==> src/rtl/tone_bank.sv <==
// tone_bank: multi-voice phase-accumulator tone generator.
//
// Each of N_CH voices holds a phase accumulator that advances by a
// programmable increment modulo MOD every clock while the voice is busy.
// The square-wave output of a voice is high while the accumulator sits in
// the upper half of its range. A shared prescaler produces a duration tick
// every PRESCALE clocks. Timed notes count that tick down and expire with
// a one-cycle done pulse.
//
// Ports:
//   clk_in   - system clock, all state updates on the rising edge
//   rst      - asynchronous active-high reset
//   wr_en    - single-cycle write strobe
//   wr_ch    - target voice of the write
//   wr_inc   - phase increment (0 stops the voice, >= MOD is rejected)
//   wr_dur   - note length in ticks, 0 plays until stopped
//   tone_out - per-voice square wave (registered)
//   busy     - per-voice playing flag
//   done     - per-voice one-cycle pulse when a timed note expires
//   mix_out  - population count of tone_out, one cycle behind it
module tone_bank #(
  parameter int              N_CH     = 4,
  parameter int              ACC_W    = 32,
  parameter longint unsigned MOD      = 64'd1000000000,
  parameter int              DUR_W    = 16,
  parameter int              PRESCALE = 50000,
  localparam int             CH_W     = (N_CH > 1) ? $clog2(N_CH) : 1,
  localparam int             MIX_W    = $clog2(N_CH + 1)
) (
  input  logic              clk_in,
  input  logic              rst,
  input  logic              wr_en,
  input  logic [CH_W-1:0]   wr_ch,
  input  logic [ACC_W-1:0]  wr_inc,
  input  logic [DUR_W-1:0]  wr_dur,
  output logic [N_CH-1:0]   tone_out,
  output logic [N_CH-1:0]   busy,
  output logic [N_CH-1:0]   done,
  output logic [MIX_W-1:0]  mix_out
);

  localparam int               PS_W    = (PRESCALE > 1) ? $clog2(PRESCALE) : 1;
  localparam logic [ACC_W:0]   MOD_V   = (ACC_W + 1)'(MOD);
  localparam logic [ACC_W-1:0] HALF_V  = ACC_W'(MOD / 64'd2);
  localparam logic [PS_W-1:0]  PS_LAST = PS_W'(PRESCALE - 1);

  // Number of set bits in a voice vector.
  function automatic logic [MIX_W-1:0] popcount(input logic [N_CH-1:0] v);
    logic [MIX_W-1:0] n;
    n = '0;
    for (int i = 0; i < N_CH; i++) begin
      n = n + MIX_W'(v[i]);
    end
    return n;
  endfunction

  logic [PS_W-1:0]  ps_r;
  logic             tick_s;
  logic             wr_ok_s;

  logic [ACC_W-1:0] acc_r   [N_CH];
  logic [ACC_W-1:0] inc_r   [N_CH];
  logic [DUR_W-1:0] rem_r   [N_CH];
  logic [N_CH-1:0]  busy_r;
  logic [N_CH-1:0]  tone_r;
  logic [N_CH-1:0]  done_r;
  logic [MIX_W-1:0] mix_r;

  logic [ACC_W-1:0] wrap_s   [N_CH];
  logic [ACC_W-1:0] acc_nxt  [N_CH];
  logic [ACC_W-1:0] inc_nxt  [N_CH];
  logic [DUR_W-1:0] rem_nxt  [N_CH];
  logic [N_CH-1:0]  busy_nxt;
  logic [N_CH-1:0]  tone_nxt;
  logic [N_CH-1:0]  done_nxt;

  assign tick_s = (ps_r == PS_LAST);
  // Out-of-range channels never match a voice index below, so only the
  // increment needs an explicit range check here.
  assign wr_ok_s = wr_en && ({1'b0, wr_inc} < MOD_V);

  // Free-running duration prescaler, not synchronised to writes.
  always_ff @(posedge clk_in or posedge rst) begin
    if (rst) begin
      ps_r <= '0;
    end else if (tick_s) begin
      ps_r <= '0;
    end else begin
      ps_r <= ps_r + PS_W'(1);
    end
  end

  // Modular phase advance; both operands are below MOD so one subtraction
  // is enough and the extra bit keeps the sum from overflowing.
  always_comb begin
    for (int i = 0; i < N_CH; i++) begin
      logic [ACC_W:0] sum;
      sum = {1'b0, acc_r[i]} + {1'b0, inc_r[i]};
      if (sum >= MOD_V) begin
        wrap_s[i] = ACC_W'(sum - MOD_V);
      end else begin
        wrap_s[i] = ACC_W'(sum);
      end
    end
  end

  // Per-voice next state: a write overrides the tick, an expiring tick
  // overrides the phase advance.
  always_comb begin
    busy_nxt = busy_r;
    tone_nxt = tone_r;
    done_nxt = '0;
    for (int i = 0; i < N_CH; i++) begin
      acc_nxt[i] = acc_r[i];
      inc_nxt[i] = inc_r[i];
      rem_nxt[i] = rem_r[i];
      if (wr_ok_s && (wr_ch == CH_W'(i))) begin
        acc_nxt[i]  = '0;
        tone_nxt[i] = 1'b0;
        if (wr_inc != '0) begin
          inc_nxt[i]  = wr_inc;
          rem_nxt[i]  = wr_dur;
          busy_nxt[i] = 1'b1;
        end else begin
          busy_nxt[i] = 1'b0;
        end
      end else if (busy_r[i]) begin
        if (tick_s && (rem_r[i] == DUR_W'(1))) begin
          rem_nxt[i]  = '0;
          acc_nxt[i]  = '0;
          tone_nxt[i] = 1'b0;
          busy_nxt[i] = 1'b0;
          done_nxt[i] = 1'b1;
        end else begin
          acc_nxt[i]  = wrap_s[i];
          tone_nxt[i] = (wrap_s[i] >= HALF_V);
          if (tick_s && (rem_r[i] != '0)) begin
            rem_nxt[i] = rem_r[i] - DUR_W'(1);
          end else begin
            rem_nxt[i] = rem_r[i];
          end
        end
      end else begin
        acc_nxt[i]  = acc_r[i];
        tone_nxt[i] = tone_r[i];
      end
    end
  end

  // Voice state and output registers.
  always_ff @(posedge clk_in or posedge rst) begin
    if (rst) begin
      for (int i = 0; i < N_CH; i++) begin
        acc_r[i] <= '0;
        inc_r[i] <= '0;
        rem_r[i] <= '0;
      end
      busy_r <= '0;
      tone_r <= '0;
      done_r <= '0;
      mix_r  <= '0;
    end else begin
      for (int i = 0; i < N_CH; i++) begin
        acc_r[i] <= acc_nxt[i];
        inc_r[i] <= inc_nxt[i];
        rem_r[i] <= rem_nxt[i];
      end
      busy_r <= busy_nxt;
      tone_r <= tone_nxt;
      done_r <= done_nxt;
      mix_r  <= popcount(tone_r);
    end
  end

  assign tone_out = tone_r;
  assign busy     = busy_r;
  assign done     = done_r;
  assign mix_out  = mix_r;

endmodule

==> config.mk <==
export PLATFORM = sky130hd
export DESIGN_NAME = tone_bank
export DESIGN_NICKNAME = d
export VERILOG_FILES = /design/src/rtl/tone_bank.sv
export SDC_FILE = /design/constraint.sdc
export NUM_CORES = 1
export LEC_CHECK = 0
export CAP_MARGIN = 20
export CORE_UTILIZATION = 40
export CTS_CLUSTER_DIAMETER = 40
export DETAILED_ROUTE_END_ITERATION = 6
export SLEW_MARGIN = 20
export SYNTH_ARGS = -nofsm -noshare
export SYNTH_HDL_FRONTEND = slang
export SYNTH_SLANG_ARGS = --single-unit
==> constraint.sdc <==
create_clock -name clk_in -period 12.2 [get_ports clk_in]
set_input_delay 1.83 -clock clk_in [delete_from_list [all_inputs] [get_ports clk_in]]
set_output_delay 1.83 -clock clk_in [all_outputs]
set_load 0.01 [all_outputs]
==> summary.md, run 1 <==
| Metric | Value |
|---|---|
| Outcome | `complete, no violations` |
| Max-capacitance violation count | `0` |
| Row count | `92` |
| Period Utilization, post-route | `between 40% and 50%` |
| Largest net degree at the start of global routing | `161` |
| Post-Synth Adder-Cell Area | `7.311%` |
| GP Congestion | `0.9117` |
| Library cells used by synthesis | `97` |
| Num ports | `between 60 and 70` |
| Worst Setup End Kind | `flop` |
| Leak | `0.01300 uW` |
| Reg2reg setup slack | `6.17 ns` |
| Initial Util | `40.74%` |
| Synth Area in XOR/XNOR | `6.953%` |
| Sink Count | `351` |
| Placed cell count | `around 3800` |
| Final clock skew | `0.02653 ns` |
| PD cells | `326.4 nW/um^2` |
| Critical-path cell list | `ha_1 -> fa_1 -> a211oi_1 -> o211ai_1 -> a211oi_1 -> inv_1 -> ha_1 -> o21bai_1 -> o211a_1 -> o2111ai_1 -> nand3_1 -> o21ai_1 -> and2_1 -> o21a_1 -> buf_4 -> or4_1 -> xnor2_1 -> a2111oi_0 -> a222oi_1 -> a21oi_1` |
| Tot GR Track Use | `23.73%` |
| WL per Instance | `20.29 um` |
| Post-synthesis mux area share | `5.723%` |
| Net count, final | `3232` |
| Skew-Pair Late Insertion Delay | `0.60 ns` |
| Critical R2R Capture | `tone_out[3]` |
| Synth area leaders | `dfrtp_1 34%, ha_1 6.9%, o21ai_0 5.4%, mux2_2 5.1%, a21oi_1 4.3%` |
| Worst Setup SP | `acc_r[0]` |
| Non-Filler Instances | `3932` |
| Pre-Repair DR Iteration Count | `6` |
| CTS tree | `yes` |
| Final Hold Vio Count | `0` |
| CP Class | `flop to flop` |
| Register-to-Register Path Depth | `20` |
| Post-synth top area share | `33.99%` |
| Worst stage delay on the critical path | `0.60 ns` |
| Chip Width | `between 200 and 300 um` |
| Vias in the first global route | `22490` |
| Detail Placement HPWL | `57630 um` |
| Clock slew at reported path FFs | `0.05 ns` |
| Area grow syn2layout | `15.46%` |
| Vias/cell | `5.947` |
| Most frequent cells in the layout | `351 x dfrtp_1, 296 x nand2_1, 277 x o21ai_0` |
| Post-synth top flop | `dfrtp_1` |
| Delay-heaviest family, CP | `compound AO/OA/AOI/OAI gates` |
| Synthesized area | `25840 sq um` |
| Area of the core | `63430 sq um` |
| EDFF count, synth | `0` |
| Largest family of logic cells by synthesized area | `compound AO/OA/AOI/OAI gates` |
| Die area | `~66000 sq um` |
| Worst path bufs/invs | `2` |
| Worst slew margin | `30.65%` |
| DR vias | `about 23000` |
| Post-synthesis compound-gate area fraction | `24.13%` |
| Worst vdd ir | `about 0.18 mV` |
| Post-CTS Resized | `0` |
| Share of layout cells above drive strength 1 | `10.82%` |
| Simple-gate share of the synthesized area | `18.77%` |
| CP Data Arrival Time | `6.47 ns` |
| Crit start category | `flop` |
| Commonest non-fill, non-tap cell in the layout | `dfrtp_1` |
| Required @ worst endpoint | `12.64 ns` |
| Grt ovf | `0` |
| DRC violations left | `0` |
| Routed wire length | `79770 um` |
| FMAX | `approximately 170 MHz` |
| Crit path max-delay cell type | `a211oi_1` |
| Slew Viols, Final | `0` |
| Initial DRC Count | `about 1800` |
| HP Class | `flop to flop` |
| Average cell area after synthesis | `8.622 sq um` |
| Synth Instances | `around 3000` |
| Routed Antenna Nets | `0` |
| Syn Nets | `about 3200` |
| Global-route wire length before repair | `124300 um` |
| Min Tclk post-route | `6.031 ns` |
| Die Ht | `about 260 um` |
| Cts bufs inserted | `70` |
| Final setup vio count | `0` |
| Setup TNS | `0 ns` |
| End point of the critical path | `tone_out[3]` |
| Reg2reg start | `acc_r[0]` |
| CTS Root Buffer Type | `clkbuf_16` |
| Initial antenna violation count | `4` |
| RSZ-0062 raised after global routing | `no` |
| Post-synth top area cell | `dfrtp_1` |
| Ys async rst share | `between 90% and 100%` |
| Setup bufs post-CTS | `0` |
| Worst slew pin tran | `1.038 ns` |
| Hold Buf Count CTS | `0` |
| IO buf count | `67` |
| CTS Buffer Depth | `3` |
| Crit. path cell count | `20` |
| CP Max Fanout | `22` |
| Sequential area share after synthesis | `33.99%` |
| Antenna cells | `0` |
| H-tree depth | `3` |
| Synthesized flop and latch total | `351` |
| Synth warnings | `0` |
==> cells by family after synthesis <==
kind of cell / count (synthesis)
and+or+nand+nor: 996
AOI/OAI and AO/OA: 962
DFF: 351
buffers and inverters: 204
xor gates and xnor gates: 203
adders and majority gates: 148
muxes: 133
==> flip-flops by register name (all words and copies together), names as in the netlist <==
name	flops
acc_r	128
inc_r	128
rem_r	64
ps_r	16
busy	4
done	4
tone_out	4
mix_out	3
==> worst min-delay path by stage <==
| stage | start | to | cells after the start |
|---|---|---|---|
| 2_1_floorplan | ps_r[0] | ps_r[0] | 1 |
| 3_3_place_gp | ps_r[0] | ps_r[0] | 1 |
| 3_5_place_dp | ps_r[0] | ps_r[0] | 1 |
| 4_1_cts | ps_r[0] | ps_r[0] | 1 |
| 5_1_grt | ps_r[0] | ps_r[0] | 1 |
| 6_report | ps_r[0] | ps_r[0] | 1 |
==> power by group <==
| group | leakage (uW) | internal [uW] | switching [uW] |
|---|---|---|---|
| combinational | 0.00738 | 2280 | 3620 |
| sequential | 0.00441 | 1540 | 279 |
| clock | 0.00121 | 1320 | 699 |
| total | 0.0130 | 5140 | 4600 |
==> routing by layer <==
layer / up-vias / part of all wire [%] / track usage, %
met5: - / 0 / 0
met4: 0 / 3.6 / 10.13
met3: 153 / 6.6 / 3.875
met2: 782 / 45 / 37.91
met1: 11320 / 45 / 31.67
li1: 11130 / - / -
==> area by class of cell <==
cell class | count | area, sq um
inverters | 76 | 292.8
well taps | 846 | 1059
multi-input cells | 2442 | 16340
repair buffers | 90 | 895.9
flip-flops and latches | 351 | 8783
fillers | 5988 | 33590
clock buffers | 77 | 1808
clock inverters | 50 | 658.1
==> Yosys cell counts, types with 9 or more instances <==
| cell | number |
|---|---|
| or3_1 | 21 |
| nor2b_1 | 20 |
| mux2i_1 | 15 |
| a21boi_0 | 12 |
| a31oi_1 | 39 |
| nor2_1 | 238 |
| ha_1 | 143 |
| dfrtp_1 | 351 |
| nor4_1 | 36 |
| a211oi_1 | 27 |
| xor2_1 | 81 |
| or2_2 | 18 |
| clkbuf_1 | 105 |
| nor3b_1 | 12 |
| o22ai_1 | 9 |
| and4_1 | 15 |
| o21bai_1 | 30 |
| o211ai_1 | 21 |
| nand2_1 | 296 |
| and3_1 | 33 |
| a32oi_1 | 13 |
| nor3_1 | 103 |
| nand2b_1 | 17 |
| o31ai_1 | 9 |
| o21a_1 | 24 |
| inv_1 | 76 |
| nand4_1 | 35 |
| nand3_1 | 75 |
| mux2_2 | 118 |
| o21ai_1 | 10 |
| xnor2_1 | 121 |
| o21ai_0 | 277 |
| a211o_1 | 11 |
| a221oi_1 | 11 |
| buf_2 | 13 |
| a22o_1 | 46 |
| a21oi_1 | 222 |
| a21o_1 | 100 |
| and2_1 | 27 |
==> metrics by stage <==
stage	util, %	total power, uW	worst slack, ns	hold WS (ns)	instance area [sq um]
3_3_place_gp	43.02	7508	5.764	0.4355	27290
4_1_cts	46.91	9697	6.299	0.4530	29750
3_5_place_dp	43.02	7618	5.683	0.4473	27290
2_1_floorplan	-	6241	0.6348	0.4251	25840
5_1_grt	47.04	10470	5.927	0.4869	29840
6_report	47.04	9740	6.169	0.4564	29840
No activity file was read; power rests on OpenSTA's default activity.
==> inputs of run 2 (changes only) <==
- clock period: 12.2 -> 5.1 ns (I/O delays scaled with it)
==> run 2 against run 1 <==
Compared with the run above: clock skew hardly changed; sequential cell count stayed put; non-clock buffer count is 141 higher; critical path depth is 2 lower; die area stayed put; via count is 3.3% higher; clock power grew to 2.5 times the previous value; largest cell class unchanged.
==> summary.md, run 2 (same netlist as run 1, synthesis figures left out) <==
| Metric | Value |
|---|---|
| Most frequent cells in the layout | `351 x dfrtp_1, 296 x nand2_1, 274 x o21ai_0 (was 351 x dfrtp_1, 296 x nand2_1, 277 x o21ai_0)` |
| Register-to-Register Path Depth | `18 (was 20)` |
| Worst hold path endpoint | `ps_r[0] (unchanged)` |
| Routed Antenna Nets | `0 (unchanged)` |
| Sink Count | `351 (unchanged)` |
| Placed Area | `28270 sq um (was 27290 sq um)` |
| Chip Width | `256.2 um (unchanged)` |
| Outcome | `complete, no violations (unchanged)` |
| Total Power | `25190 uW (was 9740 uW)` |
| Detail Placement HPWL | `61120 um (was 57630 um)` |
| Final Hold Vio Count | `0 (unchanged)` |
| WL per Instance | `20.70 um (was 20.29 um)` |
| Worst vdd ir | `0.2635 mV (was 0.1768 mV)` |
| Vias/cell | `5.913 (was 5.947)` |
| Critical R2R Capture | `tone_out[2] (was tone_out[3])` |
| DRC violations left | `0 (unchanged)` |
| Commonest non-fill, non-tap cell in the layout | `dfrtp_1 (unchanged)` |
| Reg2reg start | `acc_r[32] (was acc_r[0])` |
| Area of the core | `63430 sq um (unchanged)` |
| Fillers | `5940 (was 5988)` |
| Worst slew pin tran | `0.9408 ns (was 1.038 ns)` |
| RSZ-0062 raised after global routing | `yes (was no)` |
| Num ports | `68 (unchanged)` |
| CP Max Fanout | `7 (was 22)` |
| Vias in the first global route | `23530 (was 22490)` |
| CP Class | `flop to flop (unchanged)` |
| Worst Setup End Kind | `flop (unchanged)` |
| Pre-Repair DR Iteration Count | `6 (unchanged)` |
| Share of layout cells above drive strength 1 | `16.36% (was 10.82%)` |
| CTS Root Buffer Type | `clkbuf_16 (unchanged)` |
| Global-route wire length before repair | `131900 um (was 124300 um)` |
| Largest net degree at the start of global routing | `126 (was 161)` |
| HP Class | `flop to flop (unchanged)` |
| Routed wire length | `84620 um (was 79770 um)` |
| Final setup vio count | `0 (unchanged)` |
| Area grow syn2layout | `21.53% (was 15.46%)` |
| Max-capacitance violation count | `0 (unchanged)` |
| CTS tree | `yes (unchanged)` |
| Hold depth | `1 (unchanged)` |
| Final clock skew | `0.02626 ns (was 0.02653 ns)` |
| Cts bufs inserted | `74 (was 70)` |
| Worst stage delay on the critical path | `0.56 ns (was 0.60 ns)` |
| PD cells | `802.0 nW/um^2 (was 326.4 nW/um^2)` |
| Tot GR Track Use | `25.19% (was 23.73%)` |
| IO buf count | `67 (unchanged)` |
| Top flop regs | `acc_r: 128 flops, inc_r: 128 flops, rem_r: 64 flops (unchanged)` |
| Grt ovf | `0 (unchanged)` |
| Skew-Pair Late Insertion Delay | `0.61 ns (was 0.60 ns)` |
| GP Congestion | `0.9764 (was 0.9117)` |
| Hold Crit Start | `ps_r[0] (unchanged)` |
| Initial Util | `40.74% (unchanged)` |
| Setup TNS | `0 ns (unchanged)` |
| Die area | `65620 sq um (unchanged)` |
| Final Cell Area | `31400 sq um (was 29840 sq um)` |
| Required @ worst endpoint | `5.63 ns (was 12.64 ns)` |
| Reg2reg setup slack | `0.17 ns (was 6.17 ns)` |
| Clock slew at reported path FFs | `0.05 ns (about the same)` |
| CTS Buffer Depth | `3 (unchanged)` |
| FMAX | `203.0 MHz (was 165.8 MHz)` |
| Slew Viols, Final | `0 (unchanged)` |
| Worst slew margin | `37.21% (was 30.65%)` |
| Row count | `92 (unchanged)` |
| Initial DRC Count | `1708 (was 1773)` |
| Die Ht | `256.2 um (unchanged)` |
| Crit path max-delay cell type | `or4_4 (was a211oi_1)` |
| CP Data Arrival Time | `5.45 ns (was 6.47 ns)` |
| Net count, final | `3379 (was 3232)` |
| Period Utilization, post-route | `96.58% (was 49.44%)` |
| Critical-path cell list | `ha_1 -> fa_1 -> a21o_1 -> a221oi_4 -> o21a_4 -> and2_4 -> xnor2_4 -> or4_4 -> or4_4 -> o21ai_2 -> o21a_4 -> nor2_2 -> buf_4 -> or4_1 -> a21boi_1 -> o2111ai_1 -> a31o_1 -> nor2_1 (was ha_1 -> fa_1 -> a211oi_1 -> o211ai_1 -> a211oi_1 -> inv_1 -> ha_1 -> o21bai_1 -> o211a_1 -> o2111ai_1 -> nand3_1 -> o21ai_1 -> and2_1 -> o21a_1 -> buf_4 -> or4_1 -> xnor2_1 -> a2111oi_0 -> a222oi_1 -> a21oi_1)` |
| H-tree depth | `3 (unchanged)` |
| Leak | `0.01387 uW (was 0.01300 uW)` |
| Crit start category | `flop (unchanged)` |
| Min Tclk post-route | `4.926 ns (was 6.031 ns)` |
| Initial antenna violation count | `3 (was 4)` |
| DR vias | `24170 (was 23390)` |
run 2: per-layer routing:
metal	wire (um)	up-vias	global-route usage (%)
li1	-	11430	-
met1	37650	11790	33.79
met2	38580	781	40.08
met3	5162	172	3.855
met4	3223	0	11.14
met5	0	-	0
run 2: through the flow:
stage          hold slack [ns]  setup WS (ns)  cells  util [%]
2_1_floorplan           0.4251        -0.3654   2997         -
3_3_place_gp            0.4396        0.05637   3921     44.57
3_5_place_dp            0.4500       -0.02018   3921     44.57
4_1_cts                 0.4562      -0.007957   4060     48.80
5_1_grt                 0.4733       -0.02178   4085     49.50
6_report                0.4566         0.1745   4087     49.51
run 2: final cells by class:
class                           count  area [sq um]  area share, %
Sequential cell                   351          8783          27.97
Clock inverter                     49         608.1          1.936
Tap cell                          846          1059          3.371
Timing Repair Buffer              231          2014          6.415
Clock buffer                       88          2057          6.550
Inverter                           76         289.0         0.9204
Antenna cell                        2         5.005        0.01594
Multi-Input combinational cell   2444         16590          52.82
run 2: what timing repair did:
| action | 4_1_cts | 5_1_grt |
|---|---|---|
| setup buffers | 2 | 23 |
| gates resized for setup | 1 | 52 |
| gates cloned | 0 | 2 |
| hold buffers | 0 | 0 |
| endpoints found under the setup margin | 2 | 4 |
| pin swaps | 1 | 19 |
run 2: where the power goes:
group          switching, uW  leakage [uW]  internal, uW
clock                   1740       0.00132          3380
sequential               636       0.00441          3680
combinational           9230       0.00814          6520
run 2: worst max-delay path, delay by kind of cell, from the launching register on:
kind                       cells  cell delay (ns)
buffers and inverters          1             0.16
AOI/OAI and AO/OA              8             1.63
DFF                            1             0.38
adders and majority gates      2             0.63
xor gates and xnor gates       1             0.09
and+or+nand+nor                6             1.95
run 2: how the worst max path moves through the flow:
stage | startpoint | to | depth (start not counted)
2_1_floorplan | rst | acc_r[0] | 1
4_1_cts | acc_r[0] | tone_out[3] | 19
3_5_place_dp | acc_r[96] | tone_out[0] | 22
5_1_grt | acc_r[0] | tone_out[3] | 18
3_3_place_gp | wr_inc[13] | tone_out[1] | 16
6_report | acc_r[32] | tone_out[2] | 18
